`config.mk`:
```
export PLATFORM = sky130hd
export DESIGN_NAME = lighting_system_top
export DESIGN_NICKNAME = d
export VERILOG_FILES = /design/src/rtl/lighting_pkg.sv /design/src/rtl/btn_debounce.sv /design/src/rtl/lighting_system_top.sv
export SDC_FILE = /design/constraint.sdc
export NUM_CORES = 1
export LEC_CHECK = 0
export BUFFER_PORTS_ARGS = -buffer_cell sky130_fd_sc_hd__buf_2
export CAP_MARGIN = 15
export CORE_ASPECT_RATIO = 0.75
export CORE_MARGIN = 5
export CORE_UTILIZATION = 55
export DETAILED_ROUTE_END_ITERATION = 7
export PLACE_DENSITY = 0.74
export RECOVER_POWER = 100
export SLEW_MARGIN = 10
export SYNTH_ARGS = -nofsm -noshare
export SYNTH_HDL_FRONTEND = slang
export SYNTH_SLANG_ARGS = --single-unit
```
`constraint.sdc`:
```
create_clock -name i_clk -period 4.4 [get_ports i_clk]
set_input_delay 0.44 -clock i_clk [delete_from_list [all_inputs] [get_ports i_clk]]
set_output_delay 0.44 -clock i_clk [all_outputs]
set_load 0.005 [all_outputs]
```
`src/rtl/lighting_pkg.sv`:
```
// Shared constants and helpers for the time-of-day lighting controller.
// Latency: n/a (constants and pure functions only).
// Backpressure: n/a.
//
// Contents: time-field limits, hour-band boundaries, LED patterns per band,
// PWM duty levels for the dimmed build, and the 7-segment digit decoder.
package lighting_pkg;

    localparam logic [5:0] MAX_SEC  = 6'd59;
    localparam logic [5:0] MAX_MIN  = 6'd59;
    localparam logic [4:0] MAX_HOUR = 5'd23;

    // Band boundaries: DAY starts 06:00, EVENING 18:00, NIGHT 22:00 (wraps to 05:59).
    localparam logic [4:0] DAY_START_HOUR     = 5'd6;
    localparam logic [4:0] EVENING_START_HOUR = 5'd18;
    localparam logic [4:0] NIGHT_START_HOUR   = 5'd22;

    localparam logic [15:0] LEDS_DAY     = 16'h0000;
    localparam logic [15:0] LEDS_EVENING = 16'h00FF;
    localparam logic [15:0] LEDS_NIGHT   = 16'hFFFF;

    // LED is on while the free-running PWM counter is below the duty value.
    localparam logic [7:0] PWM_DUTY_EVENING = 8'd128;
    localparam logic [7:0] PWM_DUTY_NIGHT   = 8'd64;

    localparam logic [6:0] SEG_BLANK = 7'h7F;

    typedef enum logic [1:0] {
        BAND_DAY     = 2'd0,
        BAND_EVENING = 2'd1,
        BAND_NIGHT   = 2'd2
    } band_t;

    function automatic band_t hour_band(input logic [4:0] hr);
        if (hr >= DAY_START_HOUR && hr < EVENING_START_HOUR) begin
            return BAND_DAY;
        end
        if (hr >= EVENING_START_HOUR && hr < NIGHT_START_HOUR) begin
            return BAND_EVENING;
        end
        return BAND_NIGHT;
    endfunction

    function automatic logic [15:0] band_pattern(input band_t band);
        case (band)
            BAND_DAY:     return LEDS_DAY;
            BAND_EVENING: return LEDS_EVENING;
            default:      return LEDS_NIGHT;
        endcase
    endfunction

    // Active-low segments ordered {g,f,e,d,c,b,a}.
    function automatic logic [6:0] seg_decode(input logic [3:0] digit);
        case (digit)
            4'd0:    return 7'b1000000;
            4'd1:    return 7'b1111001;
            4'd2:    return 7'b0100100;
            4'd3:    return 7'b0110000;
            4'd4:    return 7'b0011001;
            4'd5:    return 7'b0010010;
            4'd6:    return 7'b0000010;
            4'd7:    return 7'b1111000;
            4'd8:    return 7'b0000000;
            4'd9:    return 7'b0010000;
            default: return SEG_BLANK;
        endcase
    endfunction

endpackage

```
`src/rtl/btn_debounce.sv`:
```
// Push-button conditioner: 2-FF synchroniser, stability debounce, rising-edge pulse.
// Latency: 2 sync cycles + DEBOUNCE_CYCLES stable cycles + 1 registered pulse cycle.
// Backpressure: none; one pulse per accepted press, holding the button gives no repeats.
//
// Ports: clk, rst_n (synchronous, active-low), btn (async level), pulse (one-cycle press strobe).
module btn_debounce #(
    parameter int DEBOUNCE_CYCLES = 10_000
) (
    input  logic clk,
    input  logic rst_n,
    input  logic btn,
    output logic pulse
);

    localparam int CNT_W = (DEBOUNCE_CYCLES > 1) ? $clog2(DEBOUNCE_CYCLES) : 1;
    localparam logic [CNT_W-1:0] CNT_LAST = CNT_W'(DEBOUNCE_CYCLES - 1);

    logic [1:0]       btn_sync;
    logic             stable;
    logic [CNT_W-1:0] cnt;
    logic             accept;

    // The synchronised level has differed from the accepted level for DEBOUNCE_CYCLES cycles.
    assign accept = (btn_sync[1] != stable) && (cnt == CNT_LAST);

    always_ff @(posedge clk) begin
        if (!rst_n) begin
            btn_sync <= 2'b00;
            stable   <= 1'b0;
            cnt      <= '0;
            pulse    <= 1'b0;
        end else begin
            btn_sync <= {btn_sync[0], btn};
            // Any cycle that agrees with the accepted level restarts the stability window.
            if (btn_sync[1] == stable) begin
                cnt <= '0;
            end else if (accept) begin
                cnt    <= '0;
                stable <= btn_sync[1];
            end else begin
                cnt <= cnt + 1'b1;
            end
            pulse <= accept && btn_sync[1];
        end
    end

endmodule

```
`src/rtl/lighting_system_top.sv`:
```
// Time-of-day LED lighting controller: 24 h clock, button setting, 4-digit scan, hour-band LEDs.
// Latency: outputs registered, o_leds/o_seg follow the time registers by one cycle.
// Backpressure: none; buttons are free-running inputs, display and LEDs are continuous outputs.
//
// Ports: i_clk, i_rst (sync active-low), i_btn_hours / i_btn_minutes (async, active-high),
//        o_seg {g,f,e,d,c,b,a} active-low, o_an active-low (an[0]=minute units .. an[3]=hour tens),
//        o_leds active-high.
// Build option: define LED_PWM_DIM_EN to dim lit LEDs with an 8-bit PWM (EVENING 128/256, NIGHT 64/256).
module lighting_system_top
    import lighting_pkg::*;
#(
    parameter int CLK_FREQ_HZ     = 100_000_000,
    parameter int DEBOUNCE_CYCLES = 10_000,
    parameter int REFRESH_CYCLES  = 50_000
) (
    input  logic        i_clk,
    input  logic        i_rst,
    input  logic        i_btn_hours,
    input  logic        i_btn_minutes,
    output logic [6:0]  o_seg,
    output logic [3:0]  o_an,
    output logic [15:0] o_leds
);

    localparam int PRESC_W = (CLK_FREQ_HZ > 1) ? $clog2(CLK_FREQ_HZ) : 1;
    localparam int REF_W   = (REFRESH_CYCLES > 1) ? $clog2(REFRESH_CYCLES) : 1;
    localparam logic [PRESC_W-1:0] PRESC_LAST   = PRESC_W'(CLK_FREQ_HZ - 1);
    localparam logic [REF_W-1:0]   REFRESH_LAST = REF_W'(REFRESH_CYCLES - 1);

    logic [PRESC_W-1:0] presc;
    logic [REF_W-1:0]   refresh_cnt;
    logic [1:0]         digit_idx;
    logic [3:0]         digit;
    logic [5:0]         seconds;
    logic [5:0]         minutes;
    logic [4:0]         hours;
    logic               tick;
    logic               min_press;
    logic               hr_press;
    logic               min_carry;
    logic               hr_carry;
    logic               min_step;
    logic               hr_step;
    band_t              band;

    btn_debounce #(.DEBOUNCE_CYCLES(DEBOUNCE_CYCLES)) u_btn_minutes (
        .clk   (i_clk),
        .rst_n (i_rst),
        .btn   (i_btn_minutes),
        .pulse (min_press)
    );

    btn_debounce #(.DEBOUNCE_CYCLES(DEBOUNCE_CYCLES)) u_btn_hours (
        .clk   (i_clk),
        .rst_n (i_rst),
        .btn   (i_btn_hours),
        .pulse (hr_press)
    );

    assign tick      = (presc == PRESC_LAST);
    assign min_carry = tick && (seconds == MAX_SEC);
    // A minute press coinciding with the seconds carry still moves minutes by one,
    // and a minute press never carries into hours.
    assign min_step  = min_press || min_carry;
    assign hr_carry  = min_carry && !min_press && (minutes == MAX_MIN);
    assign hr_step   = hr_press || hr_carry;
    assign band      = hour_band(hours);

    always_comb begin
        digit = 4'd0;
        case (digit_idx)
            2'd0:    digit = 4'(minutes % 6'd10);
            2'd1:    digit = 4'(minutes / 6'd10);
            2'd2:    digit = 4'(hours % 5'd10);
            default: digit = 4'(hours / 5'd10);
        endcase
    end

    always_ff @(posedge i_clk) begin
        if (!i_rst) begin
            presc       <= '0;
            seconds     <= '0;
            minutes     <= '0;
            hours       <= '0;
            refresh_cnt <= '0;
            digit_idx   <= 2'd0;
            o_seg       <= SEG_BLANK;
            o_an        <= 4'hF;
        end else begin
            presc <= tick ? '0 : presc + 1'b1;

            if (min_press) begin
                seconds <= '0;
            end else if (tick) begin
                seconds <= (seconds == MAX_SEC) ? '0 : seconds + 1'b1;
            end

            if (min_step) begin
                minutes <= (minutes == MAX_MIN) ? '0 : minutes + 1'b1;
            end

            if (hr_step) begin
                hours <= (hours == MAX_HOUR) ? '0 : hours + 1'b1;
            end

            if (refresh_cnt == REFRESH_LAST) begin
                refresh_cnt <= '0;
                digit_idx   <= digit_idx + 1'b1;
            end else begin
                refresh_cnt <= refresh_cnt + 1'b1;
            end

            o_an  <= ~(4'b0001 << digit_idx);
            o_seg <= seg_decode(digit);
        end
    end

`ifdef LED_PWM_DIM_EN
    logic [7:0] pwm_cnt;
    logic [7:0] duty;

    always_comb begin
        duty = 8'd0;
        case (band)
            BAND_EVENING: duty = PWM_DUTY_EVENING;
            BAND_NIGHT:   duty = PWM_DUTY_NIGHT;
            default:      duty = 8'd0;
        endcase
    end

    always_ff @(posedge i_clk) begin
        if (!i_rst) begin
            pwm_cnt <= 8'd0;
            o_leds  <= LEDS_DAY;
        end else begin
            pwm_cnt <= pwm_cnt + 1'b1;
            o_leds  <= (pwm_cnt < duty) ? band_pattern(band) : LEDS_DAY;
        end
    end
`else
    always_ff @(posedge i_clk) begin
        if (!i_rst) begin
            o_leds <= LEDS_DAY;
        end else begin
            o_leds <= band_pattern(band);
        end
    end
`endif

endmodule

```
==> impl_metrics.ini, run 1 <==
[run_status]
status = finished, violations left
violations = capacitance limit, slew limit

[cts]
cts_max_path_buffers = 2
cts_tree = built
cts_setup_buffers = 0
cts_resized = 0
cts_hold_buffers = 0
htree_levels = 3
cts-root-buf = clkbuf_16
insertion_delay_ps = 350
clkTransAtPathRegs_ps = 70
clock-sinks = 111
cts_buffers = 9

[global_route]
grt_pass1_wl_mm = 17.11
grt_pass1_vias = 3788
use_met1 = 0.2247
top_usage_layer = met2
grt_util_all_layers = 0.1724
antenna_found_initial = 0
gr-usage-met2 = 0.2743
grt_max_degree = 45
use_met3 = 0.04603
overflow = 0

[logic_synthesis]
synthTopCellsByArea = dfxtp_1 (41%), xor2_1 (6.6%), nor2_1 (6.1%)
synth_seq_cells = 111
syn_area_um2 = 5441
synth_area_per_cell_um2 = 8.679
synth-edff-count = 0
ys_types = 58
synthArstFlopShare = 0
ys.flop_type = dfxtp_1
synth.top_cell.area_share = 0.4084
synth_seq_area_share = 0.4084
synthCells = 627
synth_top_cell_by_area = dfxtp_1
ys_warn_count = 0
synth_fp_nets = 651

[layout]
utilization = 0.5998
diodes = 0
final_common_cell = dfxtp_1
drive_above_1_share = 0.05338
fin_nets = 656
nFillCells = 865
syn2layout_area_growth_pct = 6.461
final_cell_mix = dfxtp_1 (111), nor2_1 (89), nand2_1 (42)

[timing]
final-hold-violation-count = 0
max-slew-margin-rel = -0.1157
setup_violations = 0
fin_crit_ps = 3906
report.final.slew_viol_count = 45
clock_skew_ps = 6.573
max_freq_ghz = 0.2560
hold-worst-slack_ps = 292.1
fin_crit_sh = 0.8876
worst_pin_slew_ps = 1674
rsz0062_at_grt = false
fin_tns_setup_ps = 0

[power]
power_density_nw_per_um2 = 320.3
max-vdd-ir-drop_mv = 0.1794
power.total_mw = 1.855
power_leakage_nw = 2.067

[floorplan]
die_area_um2 = 12000
fp.dieW_um = 124.9
io_pins = 31
num_rows = 31
chipHeight_um = 96.14
start_util = 0.5634
core_um2 = 9658

[critical_path]
path_class = flop to flop
rrSetupSlack_ps = 490
critPathRequiredTime_ps = 4560
r2r_cells = 16
path_max_fanout = 21
worstPathArrival_ps = 4060
cp-end-kind = flop
cpLargestDelayFamily = compound AO/OA/AOI/OAI gates
cpMaxStageDelayCell = o31ai_1
path_buf_inv = 2
critical_path_depth = 16
start_kind = flop
slowest_delay_ps = 420
path_cells = inv_1 > ha_1 > buf_4 > mux2_2 > ha_1 > nor2b_1 > o31ai_1 > nor2_1 > a21oi_1 > ha_1 > a21oi_1 > a211oi_1 > a21oi_1 > a22o_1 > nor2_1 > a32oi_1

[route]
drt_iter0_drc = 257
vias = 4167
wl_per_cell_um = 12.99
first_pass_iters = 4
ant_nets = 0
via_per_inst = 5.419
drc = 0
drt-total-wl_mm = 9.988

[hold_path]
worstHoldPathType = input port to flop
min_path_cells = 2

[job]
drv_cap = 1

[placed_design]
gp_congestion = 0.8747
io_buffers = 30
hpwl_mm = 7.115
==> state kept, by name, summed over array words and instances, names as in the netlist <==
name / count
u_btn_minutes.cnt: 14
digit_idx: 2
minutes: 6
u_btn_minutes.stable: 1
u_btn_minutes.pulse: 1
refresh_cnt: 16
u_btn_hours.pulse: 1
o_leds: 2
o_seg: 7
u_btn_hours.btn_sync: 2
o_an: 4
u_btn_hours.cnt: 14
seconds: 6
u_btn_hours.stable: 1
u_btn_minutes.btn_sync: 2
presc: 27
hours: 5
==> cell type report <==
cell class | instances | area [um2] | share of cell area
clock buffers | 11 | 252.7 | 0.04363
well taps | 132 | 165.2 | 0.02851
multi-input cells | 459 | 2908 | 0.5019
clock inverters | 5 | 41.29 | 0.007127
repair buffers | 32 | 132.6 | 0.02289
flip-flops and latches | 111 | 2222 | 0.3836
inverters | 19 | 71.32 | 0.01231
==> metal layers <==
metal	part of all wire	vias up
met4	0.022	0
met2	0.44	68
met5	0	-
met3	0.036	19
met1	0.50	1938
li1	-	2142
==> cells by family after synthesis <==
logic type | after synthesis | synth area share
flip-flops | 111 | 0.4084
AND/OR/NAND/NOR | 281 | 0.2651
adder cells (fa/ha/maj) | 20 | 0.04599
XOR/XNOR | 68 | 0.1095
multiplexers | 14 | 0.02667
AO/OA/AOI/OAI | 76 | 0.09405
buffers and inverters | 57 | 0.05036
==> report_power, final <==
part / total [mW] / internal [mW] / switching (mW)
sequential: 1.02 / 1.02 / 0.00734
clock: 0.791 / 0.420 / 0.371
combinational: 0.0417 / 0.0150 / 0.0267
==> through the flow <==
stage,area [um2],setup WS (ps),cells
2_1_floorplan,5441,476.4,627
3_3_place_gp,5569,850.9,753
3_5_place_dp,5569,616.3,753
4_1_cts,5863,598.5,769
5_1_grt,5793,227.2,769
6_report,5793,494.5,769
==> Yosys cell counts (9+ instances only) <==
| cell type | instances |
|---|---|
| nor2b_1 | 13 |
| nand3_1 | 38 |
| and2_1 | 10 |
| ha_1 | 20 |
| nor2_1 | 89 |
| nand2_1 | 42 |
| nor3_1 | 11 |
| clkbuf_1 | 16 |
| a21oi_1 | 17 |
| dfxtp_1 | 111 |
| inv_1 | 19 |
| xnor2_1 | 27 |
| or3_1 | 9 |
| and3_1 | 20 |
| nand4_1 | 11 |
| o21ai_0 | 23 |
| mux2i_1 | 10 |
| xor2_1 | 41 |
| buf_4 | 14 |
==> worst paths after layout <==
path | start | endpoint
worst max-delay path | digit_idx[0]$_SDFFE_PN0P_ | o_seg[0]$_SDFF_PN1_
worst min-delay path | i_btn_minutes | u_btn_minutes.btn_sync[0]$_SDFF_PN0_
worst max register to register | digit_idx[0]$_SDFFE_PN0P_ | o_seg[0]$_SDFF_PN1_
worst min register to register | presc[0]$_SDFF_PP0_ | presc[0]$_SDFF_PP0_
Note: power is estimated with default switching activity, not from simulation.
==> run 2, diff against run 1 <==
GPL_ROUTABILITY_DRIVEN = 0   (was default)
REMOVE_ABC_BUFFERS = 1   (was default)
==> run 2 against run 1 <==
Effect of this change: clock-buffer cell count grew 2; register-to-register slack improved by 80 ps; clock skew barely moved; the flow now finishes without violations; critical endpoint unchanged; sequential power barely moved; die area stayed put; worst hold slack better by 3.8 ps.
==> impl_metrics.ini, run 2 (same netlist as run 1, synthesis figures left out) <==
[power]
max-vdd-ir-drop_mv = 0.2606
power_density_nw_per_um2 = 327.9
switching_share = 0.2028
internal_power_mw = 1.522
p_seq_frac = 0.535
power_leakage_nw = 2.090
pwr-share-clk = 0.442
switchingPower_uw = 387.4
combPwrFrac = 0.022

[floorplan]
num_rows = 31
die_area_um2 = 12000
chipHeight_um = 96.14
core_um2 = 9658
start_util = 0.5634
io_pins = 31
fp.dieW_um = 124.9

[timing]
max-slew-margin-rel = 0.2950
fin_crit_sh = 0.8698
final-hold-violation-count = 0
rsz0062_at_grt = false
clock_skew_ps = 6.188
fin_tns_setup_ps = 0
max_freq_ghz = 0.2613
hold-worst-slack_ps = 296.0
report.final.slew_viol_count = 0
worst_pin_slew_ps = 1053
setup_violations = 0
fin_crit_ps = 3827

[cts]
htree_levels = 3
cts_hold_buffers = 0
insertion_delay_ps = 350
clock-sinks = 111
cts_tree = built
cts-root-buf = clkbuf_16
clkTransAtPathRegs_ps = 70
cts_resized = 0
cts_max_path_buffers = 2
cts_buffers = 9
cts_setup_buffers = 0

[placed_design]
io_buffers = 30
hpwl_mm = 7.149
dpl.cell_count = 754

[critical_path]
r2r_cells = 15
worstPathArrival_ps = 4020
critPathRequiredTime_ps = 4590
start_kind = flop
worstSetupEndpoint = o_seg[0]$_SDFF_PN1_
path_max_fanout = 12
cp-end-kind = flop
worstReg2RegStart = digit_idx[0]$_SDFFE_PN0P_
rrSetupSlack_ps = 570
path_class = flop to flop
timing.rr.end = o_seg[0]$_SDFF_PN1_
setup.worst_path.start = digit_idx[0]$_SDFFE_PN0P_

[route]
ant_nets = 0
first_pass_iters = 4
drt_iter0_drc = 236
wl_per_cell_um = 13.07
vias = 4168
drt-total-wl_mm = 10.06
drc = 0
via_per_inst = 5.413

[global_route]
antenna_found_initial = 0
grt_max_degree = 27
grt_pass1_wl_mm = 17.39
grt_pass1_vias = 3919
grt_util_all_layers = 0.1713
overflow = 0

[hold_path]
worstHoldPathType = input port to flop

[layout]
largest_register = presc
final_cell_mix = dfxtp_1 (111), nor2_1 (89), nand2_1 (42)
syn2layout_area_growth_pct = 7.036
final_common_cell = dfxtp_1
finalNonFillerCells = 770
reg.largest.list = presc: 27 flops, refresh_cnt: 16 flops
fin_nets = 657
diodes = 0
drive_above_1_share = 0.05643
utilization = 0.6031
largest_reg_flops = 27

[job]
drv_cap = 0

[run_status]
status = finished, final reports clean
-- run 2: changes by cell type in the layout (fill, tap and decap cells not counted), sizes merged --
cell      before  now
buf            6   10
bufinv         0    1
clkbuf        37   36
clkinv         3    1
clkinvlp       1    0
-- run 2: worst max-delay path, cell delays in order, from the launching register on --
cell and delay [ps]:
dfxtp_1 350, inv_1 100, ha_1 410, mux2_2 390, ha_1 270, nor2b_1 50, o31ai_1 440, nor2_1 100
a21oi_1 170, ha_1 220, a21oi_1 60, a211oi_1 240, a21oi_1 60, a22o_1 360, nor2_1 310, a32oi_1 150
-- run 2: final cells by class --
class                           instances  area (um2)
Fill cell                             870        3834
Multi-Input combinational cell        459        2908
Sequential cell                       111        2222
Clock buffer                           13       270.3
Tap cell                              132       165.2
Timing Repair Buffer                   33       140.1
Inverter                               19       71.32
Clock inverter                          3       47.55
-- run 2: worst min-delay path by stage --
stage                                         startpoint  depth (start not counted)                                   end
global placement    u_btn_minutes.btn_sync[0]$_SDFF_PN0_                          1  u_btn_minutes.btn_sync[1]$_SDFF_PN0_
detailed placement  u_btn_minutes.btn_sync[0]$_SDFF_PN0_                          1  u_btn_minutes.btn_sync[1]$_SDFF_PN0_
global route                               i_btn_minutes                          2  u_btn_minutes.btn_sync[0]$_SDFF_PN0_
CTS                                        i_btn_minutes                          2  u_btn_minutes.btn_sync[0]$_SDFF_PN0_
floorplan             u_btn_hours.btn_sync[0]$_SDFF_PN0_                          1    u_btn_hours.btn_sync[1]$_SDFF_PN0_
finish                                     i_btn_minutes                          2  u_btn_minutes.btn_sync[0]$_SDFF_PN0_
-- run 2: power by group through the flow --
stage          sequential [mW]  combinational [mW]  clock (mW)
5_1_grt                   1.02              0.0483       0.904
3_5_place_dp              1.05              0.0459           0
4_1_cts                   1.02              0.0463       0.866
3_3_place_gp              1.04              0.0446           0
6_report                  1.02              0.0427       0.845
2_1_floorplan             1.05              0.0203           0
-- run 2: layer usage --
layer	track usage	share of wire	up-vias
met5	0	0	-
met4	0.04422	0.0067	0
met3	0.03938	0.031	9
met2	0.2855	0.47	44
met1	0.2277	0.50	1966
li1	-	-	2149
-- run 2: stage by stage --
step	setup slack (ps)	power (mW)	instance area [um2]
global placement	809.8	1.089	5577
global route	221.4	1.975	5824
finish	572.9	1.910	5824
CTS	618.5	1.934	5894
detailed placement	643.9	1.091	5577
floorplan	623.3	1.067	5239
==> run 3, diff against run 2 <==
--- a/constraint.sdc
+++ b/constraint.sdc
@@ -3,2 +3,2 @@
 set_output_delay 0.44 -clock i_clk [all_outputs]
-set_load 0.005 [all_outputs]
+set_load 0.01 [all_outputs]
==> run 3 against run 2 <==
Effect of this change: design area decreased by 0.11%; sequential power about the same; clock-buffer cell count unchanged; clock skew about the same; non-clock buffer count unchanged; global-route usage unchanged; largest power group unchanged; setup slack got worse by 10 ps; combinational power increased by 9.1%; final cell count unchanged.
==> impl_metrics.ini, run 3 (same netlist as run 1, synthesis figures left out) <==
[cts]
cts_setup_buffers = 0
clkTransAtPathRegs_ps = 70
cts_hold_buffers = 0
cts_resized = 0
cts_buffers = 9
cts-root-buf = clkbuf_16
clock-sinks = 111
cts_max_path_buffers = 2
insertion_delay_ps = 350
htree_levels = 3
cts_tree = built

[hold_path]
worstHoldPathType = input port to flop
min_path_cells = 2

[route]
drt-total-wl_mm = 10.08
vias = 4170
wl_per_cell_um = 13.09
drc = 0
first_pass_iters = 4
via_per_inst = 5.416
ant_nets = 0
drt_iter0_drc = 272

[timing]
setup_violations = 0
final-hold-violation-count = 0
clock_skew_ps = 5.959
rsz0062_at_grt = false
fin_crit_ps = 3837
fin_tns_setup_ps = 0
max_freq_ghz = 0.2606
postLayoutSetupSlackWorst_ps = 562.9
worst_pin_slew_ps = 1048
report.final.slew_viol_count = 0
max-slew-margin-rel = 0.2980
fin_crit_sh = 0.8721

[global_route]
grt_max_degree = 27
antenna_found_initial = 0
overflow = 0
grt_pass1_wl_mm = 17.39
grt_util_all_layers = 0.1713
grt_pass1_vias = 3919

[critical_path]
cp-end-kind = flop
worstPathArrival_ps = 4030
path_class = flop to flop
path_max_fanout = 12
critPathRequiredTime_ps = 4590
start_kind = flop
r2r_cells = 15

[placed_design]
hpwl_mm = 7.149
dp_slack_ps = 643.9
io_buffers = 30

[layout]
fin_nets = 657
largest_register = presc
drive_above_1_share = 0.04859
final_cell_mix = dfxtp_1 (111), nor2_1 (89), nand2_1 (42)
final_common_cell = dfxtp_1
diodes = 0
largest_reg_flops = 27
reg.largest.list = presc: 27 flops, refresh_cnt: 16 flops
syn2layout_area_growth_pct = 6.921
utilization = 0.6024

[floorplan]
chipHeight_um = 96.14
io_pins = 31
core_um2 = 9658
die_area_um2 = 12000
start_util = 0.5634
fp.dieW_um = 124.9
num_rows = 31

[power]
power.total_mw = 1.915
power_density_nw_per_um2 = 329.1
power_leakage_nw = 2.080
max-vdd-ir-drop_mv = 0.2606

[job]
drv_cap = 0

[run_status]
status = finished, final reports clean
## run 3: metal layers
layer	global-route usage	part of all wire	vias up	wire length, um
met5	0	0	-	0
met4	0.04422	0.0079	0	80
met3	0.03938	0.037	11	369
met2	0.2855	0.47	60	4701
met1	0.2277	0.49	1950	4930
li1	-	-	2149	-
## run 3: worst max-delay path, stage by stage, from the launching register on
cell      delay (ps)
dfxtp_1          350
inv_1            100
ha_1             410
mux2_2           390
ha_1             270
nor2b_1           50
o31ai_1          450
nor2_1           100
a21oi_1          170
ha_1             220
a21oi_1           60
a211oi_1         240
a21oi_1           60
a22o_1           350
nor2_1           310
a32oi_1          150
## run 3: worst paths after layout
path | slack (ps) | startpoint | to
setup / recovery | 560 | digit_idx[0]$_SDFFE_PN0P_ | o_seg[0]$_SDFF_PN1_
hold / removal | 300 | i_btn_minutes | u_btn_minutes.btn_sync[0]$_SDFF_PN0_
setup reg to reg | 560 | digit_idx[0]$_SDFFE_PN0P_ | o_seg[0]$_SDFF_PN1_
hold reg to reg | 430 | u_btn_minutes.btn_sync[0]$_SDFF_PN0_ | u_btn_minutes.btn_sync[1]$_SDFF_PN0_
## run 3: area by class of cell
type | instances | area (um2)
Multi-Input combinational cell | 459 | 2908
Sequential cell | 111 | 2222
Clock buffer | 13 | 270.3
Fill cell | 870 | 3840
Timing Repair Buffer | 33 | 133.9
Tap cell | 132 | 165.2
Clock inverter | 3 | 47.55
Inverter | 19 | 71.32
## run 3: stage by stage
stage / instance area (um2) / instances / hold slack (ps)
after global routing: 5818 / 770 / 283.7
final: 5818 / 770 / 295.7
after global placement: 5577 / 754 / 416.8
after CTS: 5894 / 770 / 286.7
after floorplan: 5239 / 589 / 411.8
after detailed placement: 5577 / 754 / 417.7
## run 3: power breakdown
part / internal [mW] / leakage (nW) / switching [mW]
Combinational: 0.0150 / 1.02 / 0.0315
Clock: 0.491 / 0.156 / 0.354
Sequential: 1.02 / 0.900 / 0.00676
